$ cat config.mk
export PLATFORM = sky130hd
export DESIGN_NAME = mem_req_arbiter
export DESIGN_NICKNAME = d
export VERILOG_FILES = /design/src/rtl/mem_req_arbiter.sv
export SDC_FILE = /design/constraint.sdc
export NUM_CORES = 1
export LEC_CHECK = 0
export ABC_AREA = 1
export CORE_AREA = 4 4 108 110
export CTS_BUF_LIST = sky130_fd_sc_hd__clkbuf_4
export CTS_CLUSTER_DIAMETER = 60
export DETAILED_ROUTE_END_ITERATION = 10
export DIE_AREA = 0 0 112 114
export GPL_ROUTABILITY_DRIVEN = 0
export RECOVER_POWER = 100
export REMOVE_ABC_BUFFERS = 1
export SYNTH_ARGS = -nofsm -noshare
export SYNTH_HDL_FRONTEND = slang
export SYNTH_SLANG_ARGS = --single-unit
$ cat constraint.sdc
create_clock -name clk -period 2.3 [get_ports clk]
set_input_delay 0.46 -clock clk [delete_from_list [all_inputs] [get_ports clk]]
set_output_delay 0.46 -clock clk [all_outputs]
set_load 0.01 [all_outputs]
$ cat src/rtl/mem_req_arbiter.sv
// Two-requester (fetch / data) arbiter onto one shared memory port, one transaction in flight.
// Build option MEM_ARB_RR_EN: round-robin on collision; otherwise the data requester always wins.
module mem_req_arbiter #(
  parameter int ADDR_W = 32,
  parameter int DATA_W = 32
) (
  input  logic                clk,
  input  logic                resetn,
  input  logic                i_req,
  input  logic [ADDR_W-1:0]   i_addr,
  output logic                i_addr_ok,
  output logic                i_data_ok,
  output logic [DATA_W-1:0]   i_rdata,
  input  logic                d_req,
  input  logic                d_wr,
  input  logic [1:0]          d_size,
  input  logic [ADDR_W-1:0]   d_addr,
  input  logic [DATA_W-1:0]   d_wdata,
  input  logic [DATA_W/8-1:0] d_strb,
  output logic                d_addr_ok,
  output logic                d_data_ok,
  output logic [DATA_W-1:0]   d_rdata,
  output logic                m_req,
  output logic                m_wr,
  output logic [1:0]          m_size,
  output logic [ADDR_W-1:0]   m_addr,
  output logic [DATA_W-1:0]   m_wdata,
  output logic [DATA_W/8-1:0] m_strb,
  input  logic                m_addr_ok,
  input  logic                m_data_ok,
  input  logic [DATA_W-1:0]   m_rdata
);

  // state    | meaning
  // S_IDLE   | no transaction; arbitrate, m_req held low
  // S_I_ADDR | fetch request presented, waiting for m_addr_ok
  // S_I_DATA | fetch accepted, waiting for m_data_ok
  // S_D_ADDR | data request presented, waiting for m_addr_ok
  // S_D_DATA | data accepted, waiting for m_data_ok
  typedef enum logic [2:0] {
    S_IDLE,
    S_I_ADDR,
    S_I_DATA,
    S_D_ADDR,
    S_D_DATA
  } state_t;

  state_t state_q, state_d;
  logic   last_d_q, last_d_d;
  logic   grant_d;

  always_comb begin
    grant_d = d_req;
`ifdef MEM_ARB_RR_EN
    if (i_req && d_req) grant_d = !last_d_q;
`endif
    state_d  = state_q;
    last_d_d = last_d_q;
    case (state_q)
      S_IDLE: begin
        if (i_req || d_req) begin
          state_d  = grant_d ? S_D_ADDR : S_I_ADDR;
          last_d_d = grant_d;
        end
      end
      S_I_ADDR: begin
        if (m_addr_ok)   state_d = S_I_DATA;
        else if (!i_req) state_d = S_IDLE;
      end
      S_I_DATA: if (m_data_ok) state_d = S_IDLE;
      S_D_ADDR: begin
        if (m_addr_ok)   state_d = S_D_DATA;
        else if (!d_req) state_d = S_IDLE;
      end
      S_D_DATA: if (m_data_ok) state_d = S_IDLE;
      default:  state_d = S_IDLE;
    endcase
  end

  always_ff @(posedge clk) begin
    if (!resetn) begin
      state_q  <= S_IDLE;
      last_d_q <= 1'b0;
    end else begin
      state_q  <= state_d;
      last_d_q <= last_d_d;
    end
  end

  // Handshakes pass through combinationally; gating with resetn drops the
  // shared port and any late response in the very cycle reset is asserted.
  always_comb begin
    m_req     = 1'b0;
    m_wr      = 1'b0;
    m_size    = 2'd0;
    m_addr    = '0;
    m_wdata   = '0;
    m_strb    = '0;
    i_addr_ok = 1'b0;
    i_data_ok = 1'b0;
    d_addr_ok = 1'b0;
    d_data_ok = 1'b0;
    if (resetn) begin
      case (state_q)
        S_I_ADDR: begin
          m_req     = i_req;
          m_size    = 2'd2;
          m_addr    = i_addr;
          i_addr_ok = m_addr_ok;
        end
        S_I_DATA: i_data_ok = m_data_ok;
        S_D_ADDR: begin
          m_req     = d_req;
          m_wr      = d_wr;
          m_size    = d_size;
          m_addr    = d_addr;
          m_wdata   = d_wdata;
          m_strb    = d_strb;
          d_addr_ok = m_addr_ok;
        end
        S_D_DATA: d_data_ok = m_data_ok;
        default: ;
      endcase
    end
  end

  assign i_rdata = m_rdata;
  assign d_rdata = m_rdata;

endmodule

==> impl_results.md, run 1 <==
- Fmax: ~0.44 GHz
- Finished layout cell area: approximately 3100 um2
- Count of max-cap constraint violations: 0
- Number of buffers added by the clock tree synthesis step: 3
- Die Footprint: about 13,000 um2
- Crit path cell chain: clkdlybuf4s50_1 -> buf_12 -> nand2_2 -> buf_12 -> nor2_1 -> clkdlybuf4s15_1
- Buffering stage count on the worst path with inverters included: 4
- Number of antenna violations at the first check in global routing: 0
- Via count of the first global-routing pass: 2,199
- Most numerous cell types in the synthesized netlist: buf_4, nand2_1, nor2_1
- I/O Buffers: approximately 180
- Count of antenna diodes in the layout: 0
- Remaining global-route overflow: 0
- Class of the worst hold path: flip-flop to flip-flop
- Worst path most repeated cell: buf_12
- Total core area: ~11,000 um2
- Max incr delay on CP: 0.52 ns
- Regs by FF count: state_q (3)
- Initial Util: 0.1563
- Count of clock tree sinks: 3
- Main synth FF type: dfxtp_1
- Detailed-routing iteration count for the pre-antenna-repair pass: 5
- Post-route fraction of the period consumed by the critical path: 0.9929
- Die span in x: 112 um
- Wire length on met1: 3931 um
- # DRC: 0
- Layout Area Growth over Synthesis: 86.45%
- Worst setup slack before clock tree synthesis: -0.2923 ns
- Kind of capture point of the worst setup path: output pin
- Register name with the most flops: state_q
- Hold violation total from the final report: 0
- Slowest CP cell: clkdlybuf4s50_1
- Global-route wire length before repair: 13,150 um
- Relative slew margins: 0.8276
- Clock edge transition at the registers on the reported setup and hold paths: 0.04 ns
- Height of the chip: 114 um
- Total I/O pin count: 281
- Vias per cell: 4.266
- Post-route ant nets: 0
- Async set-or-reset flop fraction in the synthesized netlist: 0
- Combined global-route utilization of all metal layers: 0.1348
- Number of post-CTS setup repair buffers: 0
- Routed via count: 2,201
- Critical Path Fanout Max: 39
- Placed Instance Area: 3189 um2
- Syn Area/Cell: 6.504 um2
- Family with the most delay on the worst path: buffers and inverters
- Warnings from Yosys: 0
- Worst clock skew: 0.005342 ns
- DPL Wire Length: around 8000 um
- Final number of setup-violating endpoints: 0
- Result of the run: completed
- # H-tree levels: 1
- Final Worst Setup Slack: 0.01643 ns
- Total leakage power: 0.001358 uW
- Data required time at the worst endpoint: 1.84 ns
- Cell type with the highest aggregate area in the netlist: buf_4
- Cell variety after synth: 23
- Clock Latency Late Sink: 0.24 ns
- Root Buffer: clkbuf_4
- Met2 WL: roughly 3500 um
- Top Layer Used: met5
- Power per cell area: ~440 nW/um2
- Filler cell count: about 1,200
- Post-layout minimum cycle time: around 2.3 ns
- Classification of the worst setup path: input pin to output pin
- Number of cells produced by synthesis: between 200 and 300
- Buffers from clock root to sink, at most: 2
- Sequential fraction of the synthesis area: 0.03593
- Post-synthesis sequential element count: 3
- Number of DRC markers after the initial detailed-route iteration: 133
- Area fraction of the dominant cell type after synthesis: 0.3009
- Final nets: approximately 520
- Row count: 38
- Average wire per cell in the routed design: 18.44 um
- Critical Path Source Type: input pin
- Mapped Area: 1672 um2
- Most frequent cell after synthesis: buf_4
- Pin count of the biggest net entering global routing: 44
- Count of final max-slew check failures: 0
- Share of final-layout standard cells stronger than drive strength 1: 0.1197
- Largest cells by area after synthesis: buf_4, a32o_1, nand2_1, nor2_1, nor2_4
- Arrival time at the worst endpoint: 1.82 ns
- Least-Margin Pin Slew: 0.2586 ns
- Max reg flops: 3
- Wire length after detailed routing: 9514 um
- Unrepaired setup endpoints after global routing: yes
- Post-layout power: 1372 uW
- Setup tns final: 0 ns
- Peak ir drop on the vdd network: ~260 uV
- Quantity of hold-fixing buffers added after cts: 0
- Number of enable-type register cells in the synthesized netlist: 0
- TritonCTS clock tree: done
- Sum of met3 wire segment lengths after detailed routing: 2030 um
-- cells in the final DEF, fill, tap and decap left out --
cell type,count
inv_4,1
nand2_1,62
inv_12,1
clkdlybuf4s50_1,107
dlygate4sd3_1,1
nand2_4,2
clkbuf_1,2
clkinv_1,1
inv_2,1
nand3_1,6
clkbuf_2,8
nor3_1,2
dlygate4sd2_1,48
clkdlybuf4s15_1,19
a32o_1,28
buf_4,8
nand2_2,1
dfxtp_1,3
nor2_2,3
o22ai_1,1
a21oi_1,6
clkbuf_4,4
inv_1,8
nor2_1,36
nor2_4,12
buf_12,4
o21ai_1,1
-- worst reg2reg max path, stage by stage, from the launching register on --
cell and delay [ns]:
dfxtp_1 0.42, buf_12 0.24, nor2_2 0.07, nand2_1 0.08, nand2_1 0.08, nand2_1 0.08
nand2_1 0.05, nor2_1 0.16, o22ai_1 0.09
-- per-layer routing --
| metal | up-vias | track usage |
|---|---|---|
| li1 | 1021 | - |
| met1 | 959 | 0.1633 |
| met2 | 213 | 0.1679 |
| met3 | 6 | 0.1342 |
| met4 | 2 | 0.01683 |
| met5 | - | 0.04314 |
-- final timing paths --
check	start	cells after the start	end	slack, ns
worst max-delay path	resetn	6	m_wdata[31]	0.02
worst min-delay path	state_q[2]	2	state_q[2]	0.55
worst max register to register	state_q[1]	8	state_q[2]	0.90
worst min register to register	state_q[2]	2	state_q[2]	0.55
-- report_power, final --
part / leakage, uW / internal, uW / switching, uW
combinational: 0.00131 / 546 / 624
clock: 0.0000184 / 77.1 / 32.5
sequential: 0.0000247 / 68.3 / 24.7
-- cell families (layout without fill, tap and decap cells) --
group                  Yosys count  count (layout)  synth area share
DFF                              3               3           0.03593
AOI/OAI and AO/OA               36              36            0.1924
buffers and inverters           94             213            0.4214
and+or+nand+nor                124             124            0.3503
-- per-stage QoR --
step / utilization / hold WS [ns] / std cells
floorplan: - / 0.5070 / 175
global placement: 0.2981 / 0.5452 / 512
global route: 0.2913 / 0.5964 / 516
CTS: 0.2926 / 0.5506 / 516
finish: 0.2913 / 0.5476 / 516
detailed placement: 0.2981 / 0.5453 / 512
-- final cells by class --
type	instances	area (um2)	area share
multi-input cells	160	912.1	0.2927
flip-flops and latches	3	60.06	0.01927
clock buffers	4	30.03	0.009635
well taps	140	175.2	0.05620
inverters	12	60.06	0.01927
repair buffers	197	1879	0.6030
-- what timing repair did --
item / 4_1_cts / 5_1_grt
setup endpoints to repair: 76 / 28
resized for setup: 78 / 37
gates cloned: 0 / 0
Power figures use the tool's default switching activity.
==> run 2, diff against run 1 <==
Settings changed: CELL_PAD_IN_SITES_DETAIL_PLACEMENT from default to 0, CELL_PAD_IN_SITES_GLOBAL_PLACEMENT from default to 1, CORE_AREA 4 4 108 110 to default, CORE_MARGIN from default to 4, CORE_UTILIZATION from default to 13, DIE_AREA 0 0 112 114 to default, PLACE_DENSITY_LB_ADDON from default to 0.1.
==> impl_results.md, run 2 (same netlist as run 1, synthesis figures left out) <==
- Height of the chip: 121.4 um (+6.5%)
- Total leakage power: 0.001583 uW (+17%)
- Remaining global-route overflow: 0 (unchanged)
- Setup tns final: 0 ns (unchanged)
- Data required time at the worst endpoint: 1.84 ns (about the same)
- Die Footprint: 14,740 um2 (+15%)
- Count of final max-slew check failures: 0 (unchanged)
- Die span in x: 121.4 um (+8.4%)
- Row count: 41 (+7.9%)
- Detailed-routing iteration count for the pre-antenna-repair pass: 4 (-1)
- Net Sw Frac: 0.4838 (-0.01262)
- Number of DRC markers after the initial detailed-route iteration: 60 (-55%)
- # H-tree levels: 1 (unchanged)
- Top library cells by usage in the layout, fill and taps aside: clkdlybuf4s50_1, nand2_1, dlygate4sd2_1, nor2_1, a32o_1
- Power share of the combinational group: 0.860 (+0.008)
- Origin of the critical flop-to-flop path: state_q[1]
- Clock Latency Late Sink: 0.24 ns (about the same)
- Relative slew margins: 0.7595 (-0.06814)
- Total core area: 12,620 um2 (+18%)
- Hold violation total from the final report: 0 (unchanged)
- Number of antenna violations at the first check in global routing: 1 (+1)
- Count of clock tree sinks: 3 (unchanged)
- # DRC: 0 (unchanged)
- Worst path depth: 6 (unchanged)
- Count of max-cap constraint violations: 0 (unchanged)
- Class of the worst hold path: flip-flop to flip-flop
- Number of post-CTS setup repair buffers: 0 (unchanged)
- Total I/O pin count: 281 (unchanged)
- Root Buffer: clkbuf_4
- Power per cell area: 450.3 nW/um2 (+2.3%)
- Worst R2R Path Depth: 9 (+1)
- Number of buffers added by the clock tree synthesis step: 3 (unchanged)
- Family with the most delay on the worst path: buffers and inverters
- Worst clock skew: 0.002065 ns (-0.003276 ns)
- Internal power contribution: 769.8 uW (+11%)
- Clock edge transition at the registers on the reported setup and hold paths: 0.04 ns (about the same)
- Combined global-route utilization of all metal layers: 0.1265 (-0.008329)
- Fraction of the core area covered by cells at the end of the flow: 0.2624 (-0.02890)
- Setup crit end: m_wdata[9]
- Clock power frac: 0.072 (-0.008)
- Wire length after detailed routing: 10,050 um (+5.6%)
- Via count of the first global-routing pass: 2,377 (+8.1%)
- Critical register-to-register path endpoint: state_q[1]
- Worst slack on hold paths: 0.5673 ns (+0.01977 ns)
- Register-to-register setup slack: 0.75 ns (-0.15 ns)
- Arrival time at the worst endpoint: 1.80 ns (-0.02 ns)
- Final nets: 527 (+1.7%)
- Critical Path Source Type: input pin
- Post-route ant nets: 0 (unchanged)
- Fmax: 0.4434 GHz (+1.3%)
- Slowest CP cell: clkdlybuf4s50_1
- Layout Area Growth over Synthesis: 98.13%
- Launching instance or port of the critical path: resetn
- Share of final-layout standard cells stronger than drive strength 1: 0.1558 (+0.03616)
- Quantity of hold-fixing buffers added after cts: 0 (unchanged)
- Result of the run: completed
- Routed via count: 2,230 (+1.3%)
- TritonCTS clock tree: done
- Worst setup slack before clock tree synthesis: -0.2386 ns (+0.05366 ns)
- Vias per cell: 3.996 (-6.3%)
- Final Worst Setup Slack: 0.04473 ns (+0.02830 ns)
- Max reg flops: 3 (unchanged)
- Global-route wire length before repair: 14,080 um (+7.0%)
- Peak ir drop on the vdd network: 203.7 uV (-22%)
- Buffering stage count on the worst path with inverters included: 4 (unchanged)
- Final number of setup-violating endpoints: 0 (unchanged)
- Least-Margin Pin Slew: 0.3603 ns (+0.1017 ns)
- DPL Wire Length: 8082 um (+1.1%)
- Register name with the most flops: state_q
- Buffers from clock root to sink, at most: 2 (unchanged)
- Regs by FF count: state_q (3)
- Initial Util: 0.1325 (-0.02380)
- Classification of the worst setup path: input pin to output pin
- Post-route fraction of the period consumed by the critical path: 0.9806 (-0.01231)
- Post-layout minimum cycle time: 2.255 ns (-0.02830 ns)
- Critical Path Fanout Max: 19 (-51%)
- Average wire per cell in the routed design: 18.01 um (-2.3%)
- Most frequent standard cell in the layout excluding fill and tap cells: clkdlybuf4s50_1
- Pin count of the biggest net entering global routing: 24 (-45%)
- I/O Buffers: 184 (unchanged)
- Net Sw Power: 721.5 uW (+5.9%)
- Crit path cell chain: clkdlybuf4s50_1 -> buf_12 -> nand2_4 -> buf_16 -> nor2_1 -> dlygate4sd2_1
- Max incr delay on CP: 0.50 ns (-0.02 ns)
- Share of power burned in registers: 0.068 (about the same)
- Kind of capture point of the worst setup path: output pin
==> run 2: changes by cell type in the layout (fill, tap and decap cells not counted), moves of 2 or more <==
cell             delta
buf_4               +4
buf_6               +3
clkbuf_1            -2
clkbuf_2            +5
clkdlybuf4s15_1     -9
dlygate4sd2_1       -6
dlymetal6s2s_1     +10
nor2_1              +2
nor2_2              -2
==> run 2: worst min-delay path by stage <==
| stage | startpoint | end | slack, ns | depth (start not counted) |
|---|---|---|---|---|
| after CTS | state_q[2] | state_q[2] | 0.56 | 2 |
| final | state_q[2] | state_q[2] | 0.57 | 2 |
| after detailed placement | state_q[2] | state_q[2] | 0.55 | 2 |
| after global routing | state_q[2] | state_q[2] | 0.59 | 2 |
| after floorplan | state_q[2] | state_q[2] | 0.51 | 2 |
| after global placement | state_q[2] | state_q[2] | 0.57 | 2 |
==> run 2: tightest hold or removal path, stage by stage, from the launching register on <==
cell	delay [ns]
dfxtp_1	0.35
nand2_1	0.08
o22ai_1	0.07
==> run 2: repair_timing <==
action | 4_1_cts | 5_1_grt
cloned | 2 | 2
setup endpoints to repair | 76 | 50
resized for setup | 71 | 51
==> run 2: power groups by stage <==
stage               sequential, uW  clock (uW)  combinational (uW)
global route                   104         113                1420
finish                         102         107                1280
global placement               105           0                1330
CTS                            105         113                1280
detailed placement             105           0                1310
floorplan                      146           0                 540
==> run 2: cell type report <==
cell class	count	area (um2)
antenna	1	2.502
clock buffer	4	30.03
fill	1455	9308
inverter	12	60.06
multi-input combinational	160	920.9
sequential	3	60.06
tap	172	215.2
timing repair buffer	205	2007
timing repair inverter	1	16.27
==> run 2: metal layers <==
metal | global-route usage | up-vias | routed length (um)
li1 | - | 1041 | -
met1 | 0.1571 | 980 | 4145
met2 | 0.1637 | 197 | 3804
met3 | 0.1021 | 8 | 1928
met4 | 0.02521 | 4 | 79
met5 | 0.05515 | - | 92
==> run 2: through the flow <==
stage	instances	area (um2)	power (uW)
2_1_floorplan	175	1022	686.2
6_report	558	3312	1491
4_1_cts	555	3261	1502
3_5_place_dp	549	3267	1418
3_3_place_gp	549	3267	1438
5_1_grt	558	3312	1638
==> run 3, diff against run 2 <==
Settings changed: PLACE_DENSITY from default to 0.95, PLACE_DENSITY_LB_ADDON 0.1 to default, REMOVE_ABC_BUFFERS 1 to default.
==> impl_results.md, run 3 (same netlist as run 1, synthesis figures left out) <==
- Result of the run: completed
- Setup tns final: 0 ns (unchanged)
- Post-route ant nets: 0 (unchanged)
- Routed via count: 2,203 (-1.2%)
- Buffers from clock root to sink, at most: 2 (unchanged)
- Average wire per cell in the routed design: 13.72 um (-24%)
- Initial Util: 0.1325 (unchanged)
- Least-Margin Pin Slew: 0.3663 ns (+0.005979 ns)
- Post-synth net total: 398
- Via count of the first global-routing pass: 2,149 (-9.6%)
- Number of DRC markers after the initial detailed-route iteration: 91 (+52%)
- Count of clock tree sinks: 3 (unchanged)
- Critical Path Source Type: input pin
- Class of the worst hold path: flip-flop to flip-flop
- Post-layout minimum cycle time: 2.262 ns (+0.006963 ns)
- Critical Path Fanout Max: 6 (-13)
- Top library cells by usage in the layout, fill and taps aside: clkdlybuf4s50_1, nand2_1, nor2_1, a32o_1, clkbuf_2
- Max reg flops: 3 (unchanged)
- Relative slew margins: 0.7558 (-0.003657)
- Global-route wire length before repair: 10,530 um (-25%)
- Detailed-routing iteration count for the pre-antenna-repair pass: 4 (unchanged)
- Die Footprint: 14,740 um2 (unchanged)
- DPL Wire Length: 6129 um (-24%)
- Worst clock skew: 0.003352 ns (+0.001287 ns)
- Die span in x: 121.4 um (unchanged)
- Total leakage power: 0.001369 uW (-13%)
- Row count: 41 (unchanged)
- Layout Area Growth over Synthesis: 87.80%
- Pin count of the biggest net entering global routing: 39 (+63%)
- Number of antenna violations at the first check in global routing: 0 (-1)
- Height of the chip: 121.4 um (unchanged)
- Unrepaired setup endpoints after global routing: yes
- Total core area: 12,620 um2 (unchanged)
- Data required time at the worst endpoint: 1.84 ns (about the same)
- Final nets: 525 (-0.38%)
- Count of antenna diodes in the layout: 0 (-1)
- Hold violation total from the final report: 0 (unchanged)
- Register name with the most flops: state_q
- Clock Latency Late Sink: 0.23 ns (about the same)
- Total I/O pin count: 281 (unchanged)
- Clock edge transition at the registers on the reported setup and hold paths: 0.04 ns (about the same)
- Final number of setup-violating endpoints: 0 (unchanged)
- Vias per cell: 3.969 (-0.68%)
- Power per cell area: 454.5 nW/um2 (+0.94%)
- Post-route fraction of the period consumed by the critical path: 0.9836 (+0.003027)
- Root Buffer: clkbuf_4
- Share of final-layout standard cells stronger than drive strength 1: 0.2559 (+0.1000)
- Kind of capture point of the worst setup path: output pin
- Classification of the worst setup path: input pin to output pin
- # DRC: 0 (unchanged)
- Most frequent standard cell in the layout excluding fill and tap cells: clkdlybuf4s50_1
- Wire length after detailed routing: 7612 um (-24%)
- Fraction of the core area covered by cells at the end of the flow: 0.2488 (-0.01368)
- Peak ir drop on the vdd network: 176.7 uV (-13%)
- Fmax: 0.4420 GHz (-0.31%)
- TritonCTS clock tree: done
- Arrival time at the worst endpoint: 1.80 ns (about the same)
- I/O Buffers: 184 (unchanged)
- Worst slack on hold paths: 0.5554 ns (-0.01191 ns)
- Remaining global-route overflow: 0 (unchanged)
- Count of final max-slew check failures: 0 (unchanged)
- Number of buffers added by the clock tree synthesis step: 3 (unchanged)
- Combined global-route utilization of all metal layers: 0.08756 (-0.03892)
- # H-tree levels: 1 (unchanged)
- Regs by FF count: state_q (3)
- Count of max-cap constraint violations: 0 (unchanged)
[run 3: cell types whose count changed in the layout (fill, tap and decap cells not counted), sizes merged, moves of 4 or more]
cell | previous run | this run
clkdlybuf4s15 | 11 | 15
buf | 20 | 40
dlygate4sd2 | 42 | 5
dlymetal6s2s | 10 | 4
clkbuf | 18 | 34
[run 3: metrics by stage]
stage          total power (uW)  worst slack [ns]  cell area, um2  std cells
2_1_floorplan             910.7            0.6931            1672        257
3_3_place_gp               1326           -0.2260            3196        541
3_5_place_dp               1353           -0.2442            3196        541
4_1_cts                    1409           -0.1566            3184        549
5_1_grt                    1553          -0.02493            3139        555
6_report                   1427           0.03777            3139        555
[run 3: path summary, 6_finish.rpt]
| kind | end | cells after the start | start | slack, ns |
|---|---|---|---|---|
| setup / recovery | m_addr[3] | 6 | resetn | 0.04 |
| hold / removal | state_q[2] | 2 | state_q[2] | 0.56 |
| setup reg to reg | state_q[1] | 9 | state_q[2] | 0.98 |
| hold reg to reg | state_q[2] | 2 | state_q[2] | 0.56 |
[run 3: power by group]
part	internal [uW]	switching (uW)	leakage, uW
clock	76.6	25.7	0.0000184
sequential	70.1	35.1	0.0000250
combinational	576	644	0.00133
[run 3: timing repair]
item / 4_1_cts / 5_1_grt
setup buffers: 3 / 4
cloned: 1 / 2
endpoints found under the setup margin: 76 / 40
gates resized for setup: 160 / 70
hold buffers: 0 / 0
hold endpoints to repair: 0 / 0
[run 3: cell type report]
| class | instances | area (um2) |
|---|---|---|
| fill | 1389 | 9480 |
| timing repair buffer | 203 | 1826 |
| multi-input combinational | 160 | 932.1 |
| tap | 172 | 215.2 |
| inverter | 12 | 63.81 |
| sequential | 3 | 61.31 |
| clock buffer | 4 | 30.03 |
| timing repair inverter | 1 | 11.26 |
[run 3: worst max-delay path, stage by stage]
cell and delay (ns):
clkdlybuf4s50_1 0.48, buf_6 0.16, clkinvlp_4 0.14, buf_4 0.16, a21oi_1 0.11, dlygate4sd2_1 0.29
[run 3: routing by layer]
layer	vias up	global-route usage	wire length [um]
li1	1035	-	-
met1	989	0.08282	2521
met2	158	0.1689	3930
met3	21	0.04103	1027
met4	0	0.02101	131
met5	-	0	0
